<file path="config.mk">
export PLATFORM = sky130hd
export DESIGN_NAME = mem_stage_flat
export DESIGN_NICKNAME = d
export VERILOG_FILES = /design/src/rtl/mem_pkg.sv /design/src/rtl/mem_stage_if.sv /design/src/rtl/mem_wb_reg.sv /design/src/rtl/mem_stage.sv /design/src/flat_wrapper.sv
export SDC_FILE = /design/constraint.sdc
export NUM_CORES = 1
export LEC_CHECK = 0
export CAP_MARGIN = 20
export CORE_ASPECT_RATIO = 1.2
export CORE_UTILIZATION = 30
export CTS_CLUSTER_DIAMETER = 80
export CTS_CLUSTER_SIZE = 24
export DETAILED_ROUTE_END_ITERATION = 12
export RECOVER_POWER = 50
export SLEW_MARGIN = 10
export SYNTH_ARGS = -nofsm -noshare
export SYNTH_HDL_FRONTEND = slang
export SYNTH_SLANG_ARGS = --single-unit
</file>
<file path="constraint.sdc">
create_clock -name clk -period 3 [get_ports clk]
set_input_delay 0.3 -clock clk [delete_from_list [all_inputs] [get_ports clk]]
set_output_delay 0.3 -clock clk [all_outputs]
set_load 0.01 [all_outputs]
</file>
<file path="src/rtl/mem_pkg.sv">
// Shared types and constants for the MIPS memory-access stage.
package mem_pkg;

  typedef enum logic {
    IDLE   = 1'b0,
    ACCESS = 1'b1
  } state_t;

  localparam int unsigned REG_ADDR_W = 5;
  localparam int unsigned DEF_ADDR_W = 32;
  localparam int unsigned DEF_DATA_W = 32;

endpackage : mem_pkg

</file>
<file path="src/rtl/mem_stage_if.sv">
// Variable-latency request/acknowledge data-memory bus between mem_stage and memory.
interface mem_stage_if #(
  parameter int unsigned ADDR_W = 32,
  parameter int unsigned DATA_W = 32
);

  logic              dmem_req;
  logic              dmem_we;
  logic [ADDR_W-1:0] dmem_addr;
  logic [DATA_W-1:0] dmem_wdata;
  logic              dmem_ack;
  logic [DATA_W-1:0] dmem_rdata;

  modport master (
    output dmem_req, dmem_we, dmem_addr, dmem_wdata,
    input  dmem_ack, dmem_rdata
  );

  modport slave (
    input  dmem_req, dmem_we, dmem_addr, dmem_wdata,
    output dmem_ack, dmem_rdata
  );

endinterface : mem_stage_if

</file>
<file path="src/rtl/mem_wb_reg.sv">
// MEM/WB pipeline register; a bubble clears the write-back controls and holds the data fields.
module mem_wb_reg
  import mem_pkg::*;
#(
  parameter int unsigned DATA_W = DEF_DATA_W
) (
  input  logic                  clk,
  input  logic                  rst,
  input  logic                  i_bubble,
  input  logic                  i_reg_write,
  input  logic                  i_mem_to_reg,
  input  logic [REG_ADDR_W-1:0] i_write_reg,
  input  logic [DATA_W-1:0]     i_alu_result,
  input  logic [DATA_W-1:0]     i_mem_data,
  output logic                  o_reg_write,
  output logic                  o_mem_to_reg,
  output logic [REG_ADDR_W-1:0] o_write_reg,
  output logic [DATA_W-1:0]     o_alu_result,
  output logic [DATA_W-1:0]     o_mem_data
);

  always_ff @(posedge clk) begin
    if (rst) begin
      o_reg_write  <= 1'b0;
      o_mem_to_reg <= 1'b0;
      o_write_reg  <= '0;
      o_alu_result <= '0;
      o_mem_data   <= '0;
    end else if (i_bubble) begin
      o_reg_write  <= 1'b0;
      o_mem_to_reg <= 1'b0;
    end else begin
      o_reg_write  <= i_reg_write;
      o_mem_to_reg <= i_mem_to_reg;
      o_write_reg  <= i_write_reg;
      o_alu_result <= i_alu_result;
      o_mem_data   <= i_mem_data;
    end
  end

endmodule : mem_wb_reg

</file>
<file path="src/rtl/mem_stage.sv">
// MIPS memory-access stage: data-memory bus FSM, pipeline stall and MEM/WB register.
// Optional access timeout enabled by defining MEM_TIMEOUT_EN.
module mem_stage
  import mem_pkg::*;
#(
  parameter int unsigned ADDR_W = DEF_ADDR_W,
  parameter int unsigned DATA_W = DEF_DATA_W
`ifdef MEM_TIMEOUT_EN
  , parameter int unsigned TIMEOUT_CYCLES = 255
`endif
) (
  input  logic                  clk,
  input  logic                  rst,
  input  logic                  mem_write_in,
  input  logic                  mem_read_in,
  input  logic                  reg_write_in,
  input  logic                  mem_to_reg_in,
  input  logic [REG_ADDR_W-1:0] mux_reg_dst_out_in,
  input  logic [ADDR_W-1:0]     ALU_result_in,
  input  logic [DATA_W-1:0]     mux_ALU_src_B_out_in,
  mem_stage_if.master           dmem,
  output logic                  stall_out,
  output logic                  reg_write_out,
  output logic                  mem_to_reg_out,
  output logic [REG_ADDR_W-1:0] write_reg_out,
  output logic [DATA_W-1:0]     ALU_result_out,
  output logic [DATA_W-1:0]     mem_data_out,
  output logic                  mem_error_out
);

  state_t            r_state;
  state_t            w_next;
  logic              w_mem_op;
  logic              w_stall;
  logic              w_done;
  logic              w_timeout;
  logic              r_req;
  logic              r_we;
  logic [ADDR_W-1:0] r_addr;
  logic [DATA_W-1:0] r_wdata;
  logic              w_wb_reg_write;
  logic [DATA_W-1:0] w_wb_mem_data;

  assign w_mem_op = mem_read_in | mem_write_in;

`ifdef MEM_TIMEOUT_EN
  localparam int unsigned CNT_W = $clog2(TIMEOUT_CYCLES + 1);

  logic [CNT_W-1:0] r_cnt;
  logic             r_error;

  // Counts ACCESS cycles; zero on the first one, so the last allowed cycle is TIMEOUT_CYCLES-1.
  always_ff @(posedge clk) begin
    if (rst) begin
      r_cnt   <= '0;
      r_error <= 1'b0;
    end else begin
      if (r_state == IDLE) r_cnt <= '0;
      else                 r_cnt <= r_cnt + CNT_W'(1);
      if (w_timeout) r_error <= 1'b1;
    end
  end

  assign w_timeout     = (r_state == ACCESS) && !dmem.dmem_ack &&
                         (r_cnt == CNT_W'(TIMEOUT_CYCLES - 1));
  assign mem_error_out = r_error;
`else
  assign w_timeout     = 1'b0;
  assign mem_error_out = 1'b0;
`endif

  always_ff @(posedge clk) begin
    if (rst) r_state <= IDLE;
    else     r_state <= w_next;
  end

  // Next state and stall; an ack arriving with a timeout counts as normal completion.
  always_comb begin
    w_next  = r_state;
    w_stall = 1'b0;
    w_done  = 1'b0;
    case (r_state)
      IDLE: begin
        if (w_mem_op) begin
          w_stall = 1'b1;
          w_next  = ACCESS;
        end
      end
      ACCESS: begin
        if (dmem.dmem_ack) begin
          w_done = 1'b1;
          w_next = IDLE;
        end else if (w_timeout) begin
          w_next = IDLE;
        end else begin
          w_stall = 1'b1;
        end
      end
      default: w_next = IDLE;
    endcase
  end

  assign stall_out = w_stall;

  // Bus address/data/direction latched on entry to ACCESS and held until the next access.
  always_ff @(posedge clk) begin
    if (rst) begin
      r_req   <= 1'b0;
      r_we    <= 1'b0;
      r_addr  <= '0;
      r_wdata <= '0;
    end else begin
      r_req <= (w_next == ACCESS);
      if ((r_state == IDLE) && w_mem_op) begin
        r_addr  <= ALU_result_in;
        r_wdata <= mux_ALU_src_B_out_in;
        r_we    <= mem_write_in;
      end
    end
  end

  assign dmem.dmem_req   = r_req;
  assign dmem.dmem_we    = r_we;
  assign dmem.dmem_addr  = r_addr;
  assign dmem.dmem_wdata = r_wdata;

  assign w_wb_reg_write = reg_write_in & ~w_timeout;
  assign w_wb_mem_data  = (w_done && mem_read_in && !mem_write_in) ? dmem.dmem_rdata : '0;

  mem_wb_reg #(
    .DATA_W (DATA_W)
  ) u_mem_wb_reg (
    .clk          (clk),
    .rst          (rst),
    .i_bubble     (w_stall),
    .i_reg_write  (w_wb_reg_write),
    .i_mem_to_reg (mem_to_reg_in),
    .i_write_reg  (mux_reg_dst_out_in),
    .i_alu_result (DATA_W'(ALU_result_in)),
    .i_mem_data   (w_wb_mem_data),
    .o_reg_write  (reg_write_out),
    .o_mem_to_reg (mem_to_reg_out),
    .o_write_reg  (write_reg_out),
    .o_alu_result (ALU_result_out),
    .o_mem_data   (mem_data_out)
  );

endmodule : mem_stage

</file>
<file path="src/flat_wrapper.sv">
// flat-port wrapper written by rule: the top's interface ports become plain ports
module mem_stage_flat import mem_pkg::*;
#(
  parameter int unsigned ADDR_W = DEF_ADDR_W,
  parameter int unsigned DATA_W = DEF_DATA_W

)
  (clk, rst, mem_write_in, mem_read_in, reg_write_in, mem_to_reg_in, mux_reg_dst_out_in, ALU_result_in, mux_ALU_src_B_out_in, stall_out, reg_write_out, mem_to_reg_out, write_reg_out, ALU_result_out, mem_data_out, mem_error_out, dmem_dmem_req, dmem_dmem_we, dmem_dmem_addr, dmem_dmem_wdata, dmem_dmem_ack, dmem_dmem_rdata);
  mem_stage_if #(.ADDR_W(ADDR_W), .DATA_W(DATA_W)) dmem_i ();
  input  logic clk;
  input  logic rst;
  input  logic mem_write_in;
  input  logic mem_read_in;
  input  logic reg_write_in;
  input  logic mem_to_reg_in;
  input  logic [REG_ADDR_W-1:0] mux_reg_dst_out_in;
  input  logic [ADDR_W-1:0] ALU_result_in;
  input  logic [DATA_W-1:0] mux_ALU_src_B_out_in;
  output logic stall_out;
  output logic reg_write_out;
  output logic mem_to_reg_out;
  output logic [REG_ADDR_W-1:0] write_reg_out;
  output logic [DATA_W-1:0] ALU_result_out;
  output logic [DATA_W-1:0] mem_data_out;
  output logic mem_error_out;
  output wire logic [$bits(dmem_i.dmem_req)-1:0] dmem_dmem_req;
  output wire logic [$bits(dmem_i.dmem_we)-1:0] dmem_dmem_we;
  output wire logic [$bits(dmem_i.dmem_addr)-1:0] dmem_dmem_addr;
  output wire logic [$bits(dmem_i.dmem_wdata)-1:0] dmem_dmem_wdata;
  input wire logic [$bits(dmem_i.dmem_ack)-1:0] dmem_dmem_ack;
  input wire logic [$bits(dmem_i.dmem_rdata)-1:0] dmem_dmem_rdata;
  assign dmem_dmem_req = dmem_i.dmem_req;
  assign dmem_dmem_we = dmem_i.dmem_we;
  assign dmem_dmem_addr = dmem_i.dmem_addr;
  assign dmem_dmem_wdata = dmem_i.dmem_wdata;
  assign dmem_i.dmem_ack = dmem_dmem_ack;
  assign dmem_i.dmem_rdata = dmem_dmem_rdata;
  mem_stage #(.ADDR_W(ADDR_W), .DATA_W(DATA_W)) u_core (.clk(clk), .rst(rst), .mem_write_in(mem_write_in), .mem_read_in(mem_read_in), .reg_write_in(reg_write_in), .mem_to_reg_in(mem_to_reg_in), .mux_reg_dst_out_in(mux_reg_dst_out_in), .ALU_result_in(ALU_result_in), .mux_ALU_src_B_out_in(mux_ALU_src_B_out_in), .dmem(dmem_i), .stall_out(stall_out), .reg_write_out(reg_write_out), .mem_to_reg_out(mem_to_reg_out), .write_reg_out(write_reg_out), .ALU_result_out(ALU_result_out), .mem_data_out(mem_data_out), .mem_error_out(mem_error_out));
endmodule
</file>
## Yosys cells after proc, flatten, opt, wreduce, memory -nomap -nowiden

Cells that the tools add are included.

| storage, ports and cells | value |
|---|---|
| register bits after elaboration | 137 |
| input bits | 108 |
| output and inout port bits | 139 |
| word-level logic and storage cells | 22 |

| operators by class | value |
|---|---|
| muxes and demuxes | 6 |
| bitwise logic cells | 2 |
| reduce and logical (&&, ||, !) cells | 5 |

Operators with widths:

| cell | number |
|---|---|
| 32-bit two-way mux | 1 |
| 1-bit two-way mux | 4 |
| 1-bit logical AND | 3 |
| 1-bit case mux with 2 select lines | 1 |
| 2-bit OR reduction | 1 |
| 1-bit zero test | 1 |
| 1-bit inverter | 1 |
| 1-bit OR | 1 |

## Depth between registers and ports, before layout

Gate-level depths: netlist of run 1.

| depth | value |
|---|---|
| depth in word-level cells | 5 |
| mapped depth | 6 |
| mapped depth without buffers | 3 |

## Cells and area by module

Synthesis of run 1 repeated with hierarchy kept, for this count alone.

| unflattened totals | value |
|---|---|
| cell total of the unflattened synthesis | 553 |
| area, all modules | 5,132.4 um2 |

By module, submodules not included:

| module | times used | cells an instance | area an instance (um2) | seq. area each (um2) |
|---|---|---|---|---|
| mem_stage | 1 | 326 | 2,597.5 | 1,321.3 |
| mem_wb_reg | 1 | 227 | 2,534.9 | 1,421.4 |

## Least setup slack after synthesis of run 1

OpenSTA, ideal clock, no wires.

| timing path | value |
|---|---|
| path kind | register to register |
| start | reg, netlist name u_core.dmem.dmem_req |
| end | reg u_core.u_mem_wb_reg.o_mem_to_reg |
| library setup time | 0.059 ns |
| arrival time | 1.254 ns |
| data required time | 2.941 ns |
| setup slack | 1.687 ns |
| stages on the path, launching flop included | 7 |
| buffers on the path | 3 |
| period minus slack after synthesis | 1.313 ns |
| path through | dfxtp_1 buf_6 o21ba_4 nor3_2 buf_6 buf_6 and2_1 |

RTL lines:

| what | line | RTL |
|---|---|---|
| end signal, assigned | mem_wb_reg.sv:34 | `o_mem_to_reg <= i_mem_to_reg;` |
| end, declared | mem_wb_reg.sv:16 | `output logic o_mem_to_reg,` |

## Worst setup path in the final report of run 1

| timing path | value |
|---|---|
| start | in mem_read_in |
| end | out stall_out |

| between the ends | value |
|---|---|
| word-level cells in the longest chain between the ends | 3 |

RTL lines:

| what | line | RTL |
|---|---|---|
| start, declared | flat_wrapper.sv:13 | `input logic mem_read_in;` |
| 1-bit OR | mem_stage.sv:44 | `assign w_mem_op = mem_read_in \| mem_write_in;` |
| 1-bit two-way mux | mem_stage.sv:84 | `if (w_mem_op) begin` |
| 1-bit case mux with 2 select lines | mem_stage.sv:82 | `case (r_state)` |
| end, declared | flat_wrapper.sv:19 | `output logic stall_out;` |

Every way passes these cells.

==> impl_metrics.py, run 1 <==
metrics = {
    "timing": {
        "fin_worst_skew_ns": 0.00693,
        "rsz0062_at_grt": "no",
        "setup_violations": 0,
        "holdWs_ns": 0.394,
        "slew_headroom_pct": 13.3,
        "clock.fmax_mhz": 443,
        "hold_violations": 0,
        "period_share_pct": 75.2,
        "period_needed_ns": 2.26,
        "slew_violations": 0,
        "finalSetupTns_ns": 0,
        "layout_setup_ws_ns": 0.743,
        "tightest_slew_ns": 1.30,
    },
    "cells_and_area": {
        "area_growth_pct": 70.9,
        "fill_cells": 1327,
        "final_common_cell": "clkdlybuf4s50_1",
        "multi_input_area_mm2": 0.00153,
        "nNetsFinal": 793,
        "seqCellArea_mm2": 0.00274,
        "diodes": 0,
        "drive_gt1_share_pct": 6.16,
        "mostFrequentLayoutCells": "154 x clkdlybuf4s50_1, 137 x dfxtp_1, 128 x nand2_1",
        "layout.cells.non_filler": 898,
    },
    "global_route": {
        "grt_pass1_wl_um": 21800,
        "grt_usage_pct": 18.3,
        "grt_max_degree": 71,
        "first_global_vias": 4093,
        "grt_overflow_total": 0,
        "antenna_found_initial": 0,
    },
    "clock_tree": {
        "clk_latency_ns": 0.41,
        "cts_resized": 0,
        "tritoncts": "yes",
        "post_cts_buffers": 0,
        "clk_pin_slew_ns": 0.06,
        "cts_buffer_depth": 2,
        "cts_made_buffers": 17,
        "htree_levels": 4,
        "cts.sinks": 137,
        "cts_hold_buf": 0,
        "cts-root-buf": "clkbuf_16",
    },
    "detailed_routing": {
        "drtAntennaViolNets": 0,
        "first_iter_violations": 201,
        "num_vias": 4133,
        "drcViolationCount": 0,
        "routed_wl_um": 14100,
        "wire_per_inst_um": 15.7,
        "via_per_inst": 4.60,
        "first_pass_iters": 4,
    },
    "synthesis": {
        "syn_inst": 451,
        "yosys.area.top_type_share_pct": 60.7,
        "yosysWarnings": 0,
        "synthTopCellsByArea": "dfxtp_1 61%, a22o_1 13%, nand2_1 11%",
        "synth_seq_cells": 137,
        "synth_fa_ha_area_share_pct": 0,
        "syn_area_mm2": 0.00452,
        "syn_avg_cell_area_um2": 10.0,
        "synth_xor_area_share_pct": 0,
        "muxShareOfSynthArea_pct": 0,
        "synth_compound_area_share_pct": 21.8,
        "synth_top_family_by_area": "compound AO/OA/AOI/OAI gates",
        "synth_top_area_cell": "dfxtp_1",
        "ys_seq_area_share_pct": 60.7,
        "synthDistinctLibCells": 21,
        "synthSimpleGateAreaFrac_pct": 11.9,
        "syn-num-nets": 559,
    },
    "worst_hold_path": {
        "min_path_cells": 2,
        "hp-class": "in -> reg",
        "hp-start": "rst",
        "hold_end": "u_core.dmem.dmem_addr[18]",
    },
    "setup_path": {
        "rr_endpoint": "u_core.dmem.dmem_addr[12]",
        "critPathCaptureType": "output pin",
        "ff2ff_path_depth": 4,
        "critPathSlowestCell": "dlygate4sd3_1",
        "crit_required_ns": 2.70,
        "reg2reg_slack_ns": 0.92,
        "critPathArrivalTime_ns": 1.96,
        "r2r-start": "u_core.dmem.dmem_req",
        "crit_chain": "dlygate4sd3_1 -> nor3_1 -> a21oi_1 -> clkdlybuf4s50_1",
        "path_class": "in -> out",
        "slowest_delay_ns": 0.62,
        "start_kind": "input port",
        "crit_fanout": 5,
    },
    "power_and_ir_drop": {
        "irDropWorstVdd_uv": 348,
        "switching_share_pct": 22.7,
        "power_density_mw_per_mm2": 648,
        "p_clk_share_pct": 46.7,
        "leakage_nw": 3.22,
        "seqPwrFrac_pct": 39.8,
        "p_int_mw": 3.87,
        "switchingPower_mw": 1.13,
        "comb_power_share_pct": 13.5,
    },
    "floorplanning": {
        "die_h_um": 136,
        "fp.dieW_um": 114,
        "start_util_pct": 31.1,
        "die_area_mm2": 0.0156,
        "rows": 48,
        "coreArea_mm2": 0.0145,
        "io_pins": 247,
    },
    "flow_run": {
        "maxCapViolCount": 0,
    },
    "placed_design": {
        "dp_hpwl_um": 9690,
        "routabilityCongestion": 0.735,
        "dpl_worst_slack_ns": 0.841,
        "dp.cells": 866,
        "portBuffers": 245,
    },
    "status": {
        "outcome": "completed",
    },
}
cells in the mapped netlist:
cell,instances
a22o_1,69
o21ba_4,1
clkbuf_1,6
buf_6,10
o21bai_1,1
conb_1,1
and2_1,2
inv_1,1
dfxtp_1,137
or2b_1,1
nand4b_1,1
nor2b_1,1
nor3_2,2
buf_4,2
a21oi_1,66
nand2_1,128
nor2_1,1
a211oi_4,1
buf_1,1
o21ai_0,1
buf_2,18
cell type report:
cell class	instances	share of cell area [%]
Inverter	1	0.0486
Sequential cell	137	35.5
Tap cell	200	3.24
Clock buffer	21	6.22
Multi-Input combinational cell	276	19.8
Timing Repair Buffer	252	32.7
Clock inverter	11	2.46
how the worst max path moves through the flow:
stage / from / end / slack (ns) / depth (start not counted)
6_report: mem_read_in / stall_out / 0.74 / 4
3_5_place_dp: mem_write_in / u_core.dmem.dmem_addr[15] / 0.84 / 5
5_1_grt: mem_read_in / stall_out / 0.66 / 4
2_1_floorplan: u_core.dmem.dmem_req / u_core.u_mem_wb_reg.o_mem_to_reg / 1.69 / 6
4_1_cts: u_core.dmem.dmem_req / stall_out / 0.92 / 3
3_3_place_gp: mem_write_in / u_core.u_mem_wb_reg.o_alu_result[20] / 0.90 / 5
power groups by stage:
| stage | sequential [mW] | combinational, mW | clock (mW) |
|---|---|---|---|
| finish | 1.99 | 0.673 | 2.34 |
| floorplan | 2.08 | 0.229 | 0 |
| detailed placement | 2.03 | 0.708 | 0 |
| CTS | 2.00 | 0.710 | 2.39 |
| global route | 2.01 | 0.727 | 2.47 |
| global placement | 2.03 | 0.699 | 0 |
cell families after synthesis:
family,Yosys count
AOI/OAI and AO/OA,139
DFF,137
and+or+nand+nor,136
buffers and inverters,38
other,1
worst max-delay path: cells and delay by family:
family          cells  cell delay, ns
simple gates        1            0.43
buf+inv             2            1.16
compound gates      1            0.08
per-stage QoR:
stage	power, mW	util, %	instance area [um2]
4_1_cts	5.09	53.2	7740
2_1_floorplan	2.31	-	4520
5_1_grt	5.21	53.1	7720
3_3_place_gp	2.73	48.6	7070
3_5_place_dp	2.74	48.6	7070
6_report	5.00	53.1	7720
layer usage:
metal	share of wire (%)	GRT usage, %	vias to the layer above	routed length, um
li1	-	-	2021	-
met3	8.3	7.22	11	1170
met5	0	0	-	0
met4	1.2	5.99	0	167
met2	51	32.4	161	7110
met1	40	19.8	1940	5630
Note: power is estimated with default switching activity, not from simulation.
==> run 2, diff against run 1 <==
==> constraint.sdc (replaced) <==
create_clock -name clk -period 2.2 [get_ports clk]
set_input_delay 0.22 -clock clk [delete_from_list [all_inputs] [get_ports clk]]
set_output_delay 0.22 -clock clk [all_outputs]
set_load 0.01 [all_outputs]
==> run 2 against run 1 <==
Net effect: cell area shrank 0.19%; utilization decreased by 0.10 points; cell count grew 0.45%; critical path type is now reg -> out; first-iteration DRC count decreased by 28%; global-route usage decreased by 0.14 points; die area did not move.
==> impl_metrics.py, run 2 (synthesis gave the netlist of run 1 again) <==
metrics = {
    "global_route": {
        "grt_usage_pct": 18.2,
        "first_global_vias": 4078,
        "grt_pass1_wl_um": 21400,
        "antenna_found_initial": 0,
        "grt_max_degree": 49,
        "grt_overflow_total": 0,
    },
    "setup_path": {
        "path_buf_inv": 1,
        "critPathCaptureType": "output pin",
        "path_class": "reg -> out",
        "setup.worst_path.end": "stall_out",
        "critPathArrivalTime_ns": 1.76,
        "ff2ff_path_depth": 4,
        "crit_chain": "nor3_2 -> a21oi_1 -> clkdlybuf4s50_1",
        "start_kind": "flip-flop",
        "crit_family": "flip-flops",
        "cp.depth": 3,
        "crit_required_ns": 1.98,
        "reg2reg_slack_ns": 0.62,
        "cp-startpoint": "u_core.dmem.dmem_req",
        "rr_endpoint": "u_core.dmem.dmem_addr[5]",
        "crit_fanout": 10,
        "critPathSlowestCell": "dfxtp_1",
        "r2r-start": "u_core.dmem.dmem_req",
        "slowest_delay_ns": 0.55,
    },
    "timing": {
        "tightest_slew_ns": 0.937,
        "clock.fmax_mhz": 505,
        "slew_headroom_pct": 37.5,
        "slew_violations": 0,
        "rsz0062_at_grt": "no",
        "finalSetupTns_ns": 0,
        "fin_worst_skew_ns": 0.00544,
        "hold_violations": 0,
        "setup_violations": 0,
        "period_share_pct": 89.9,
        "period_needed_ns": 1.98,
    },
    "power_and_ir_drop": {
        "leakage_nw": 3.30,
        "power_mw": 6.70,
        "power_density_mw_per_mm2": 870,
        "irDropWorstVdd_uv": 414,
    },
    "cells_and_area": {
        "area_growth_pct": 70.6,
        "final_common_cell": "dfxtp_1",
        "drive_gt1_share_pct": 6.55,
        "nNetsFinal": 797,
        "diodes": 0,
        "mostFrequentLayoutCells": "137 x dfxtp_1, 128 x nand2_1, 125 x clkdlybuf4s50_1",
        "fill_cells": 1335,
    },
    "clock_tree": {
        "cts_buffer_depth": 2,
        "htree_levels": 4,
        "post_cts_buffers": 0,
        "cts_resized": 0,
        "cts_hold_buf": 0,
        "cts_made_buffers": 17,
        "tritoncts": "yes",
        "cts.sinks": 137,
        "clk_pin_slew_ns": 0.06,
        "cts-root-buf": "clkbuf_16",
        "clk_latency_ns": 0.41,
    },
    "detailed_routing": {
        "drcViolationCount": 0,
        "via_per_inst": 4.59,
        "wire_per_inst_um": 15.4,
        "first_pass_iters": 4,
        "routed_wl_um": 13900,
        "num_vias": 4138,
        "drtAntennaViolNets": 0,
        "first_iter_violations": 144,
    },
    "floorplanning": {
        "rows": 48,
        "start_util_pct": 31.1,
        "die_area_mm2": 0.0156,
        "die_h_um": 136,
        "coreArea_mm2": 0.0145,
        "fp.dieW_um": 114,
        "io_pins": 247,
    },
    "placed_design": {
        "routabilityCongestion": 0.764,
        "portBuffers": 245,
        "dp_hpwl_um": 9870,
    },
    "status": {
        "outcome": "completed",
    },
    "flow_run": {
        "maxCapViolCount": 0,
    },
    "worst_hold_path": {
        "hp-class": "in -> reg",
    },
}
## run 2: changes by cell type in the layout (fill, tap and decap cells not counted)
cell / before / now
dlygate4sd3_1: 90 / 119
clkdlybuf4s50_1: 154 / 125
bufinv_16: 5 / 4
clkinvlp_4: 1 / 0
buf_4: 4 / 8
nor3_1: 1 / 0
inv_6: 1 / 0
clkbuf_2: 0 / 2
clkbuf_8: 4 / 6
buf_12: 2 / 0
clkbuf_1: 1 / 3
nor3_2: 0 / 1
clkinv_4: 1 / 0
## run 2: area by class of cell
class	count	area (um2)	area share, %
inverters	1	3.75	0.0487
repair buffers	256	2520	32.7
well taps	200	250	3.25
flip-flops and latches	137	2740	35.6
clock inverters	7	135	1.75
multi-input cells	276	1540	19.9
clock buffers	25	515	6.69
## run 2: how the worst min path moves through the flow
stage / startpoint / endpoint / slack, ns / cells past startpoint
after floorplan: mem_to_reg_in / u_core.u_mem_wb_reg.o_mem_to_reg / 0.34 / 1
after global placement: u_core.dmem.dmem_wdata[7] / u_core.dmem.dmem_wdata[7] / 0.44 / 2
after detailed placement: u_core.dmem.dmem_addr[30] / u_core.dmem.dmem_addr[30] / 0.45 / 2
after CTS: rst / u_core.dmem.dmem_addr[23] / 0.33 / 2
after global routing: mux_ALU_src_B_out_in[9] / u_core.dmem.dmem_wdata[9] / 0.35 / 3
final: rst / u_core.dmem.dmem_addr[19] / 0.33 / 2
## run 2: through the flow
stage | cell area (um2) | cells | worst slack [ns] | utilization, % | hold slack [ns]
3_5_place_dp | 7070 | 870 | 0.299 | 48.7 | 0.448
2_1_floorplan | 4520 | 451 | 0.887 | - | 0.342
4_1_cts | 7720 | 902 | 0.199 | 53.1 | 0.325
3_3_place_gp | 7070 | 870 | 0.317 | 48.7 | 0.442
6_report | 7700 | 902 | 0.221 | 53.0 | 0.335
5_1_grt | 7700 | 902 | 0.111 | 53.0 | 0.349
## run 2: routing by layer
| metal | wire, um | share of wire, % | global-route usage (%) |
|---|---|---|---|
| met3 | 1110 | 8.0 | 6.55 |
| met5 | 0 | 0 | 0 |
| met4 | 432 | 3.1 | 10.0 |
| met1 | 5620 | 40 | 20.1 |
| met2 | 6760 | 49 | 30.1 |
## run 2: power breakdown
| part | total, mW | internal [mW] | switching (mW) |
|---|---|---|---|
| Sequential | 2.71 | 2.64 | 0.0761 |
| Clock | 3.08 | 2.07 | 1.01 |
| Combinational | 0.902 | 0.489 | 0.413 |
| Total | 6.70 | 5.20 | 1.50 |
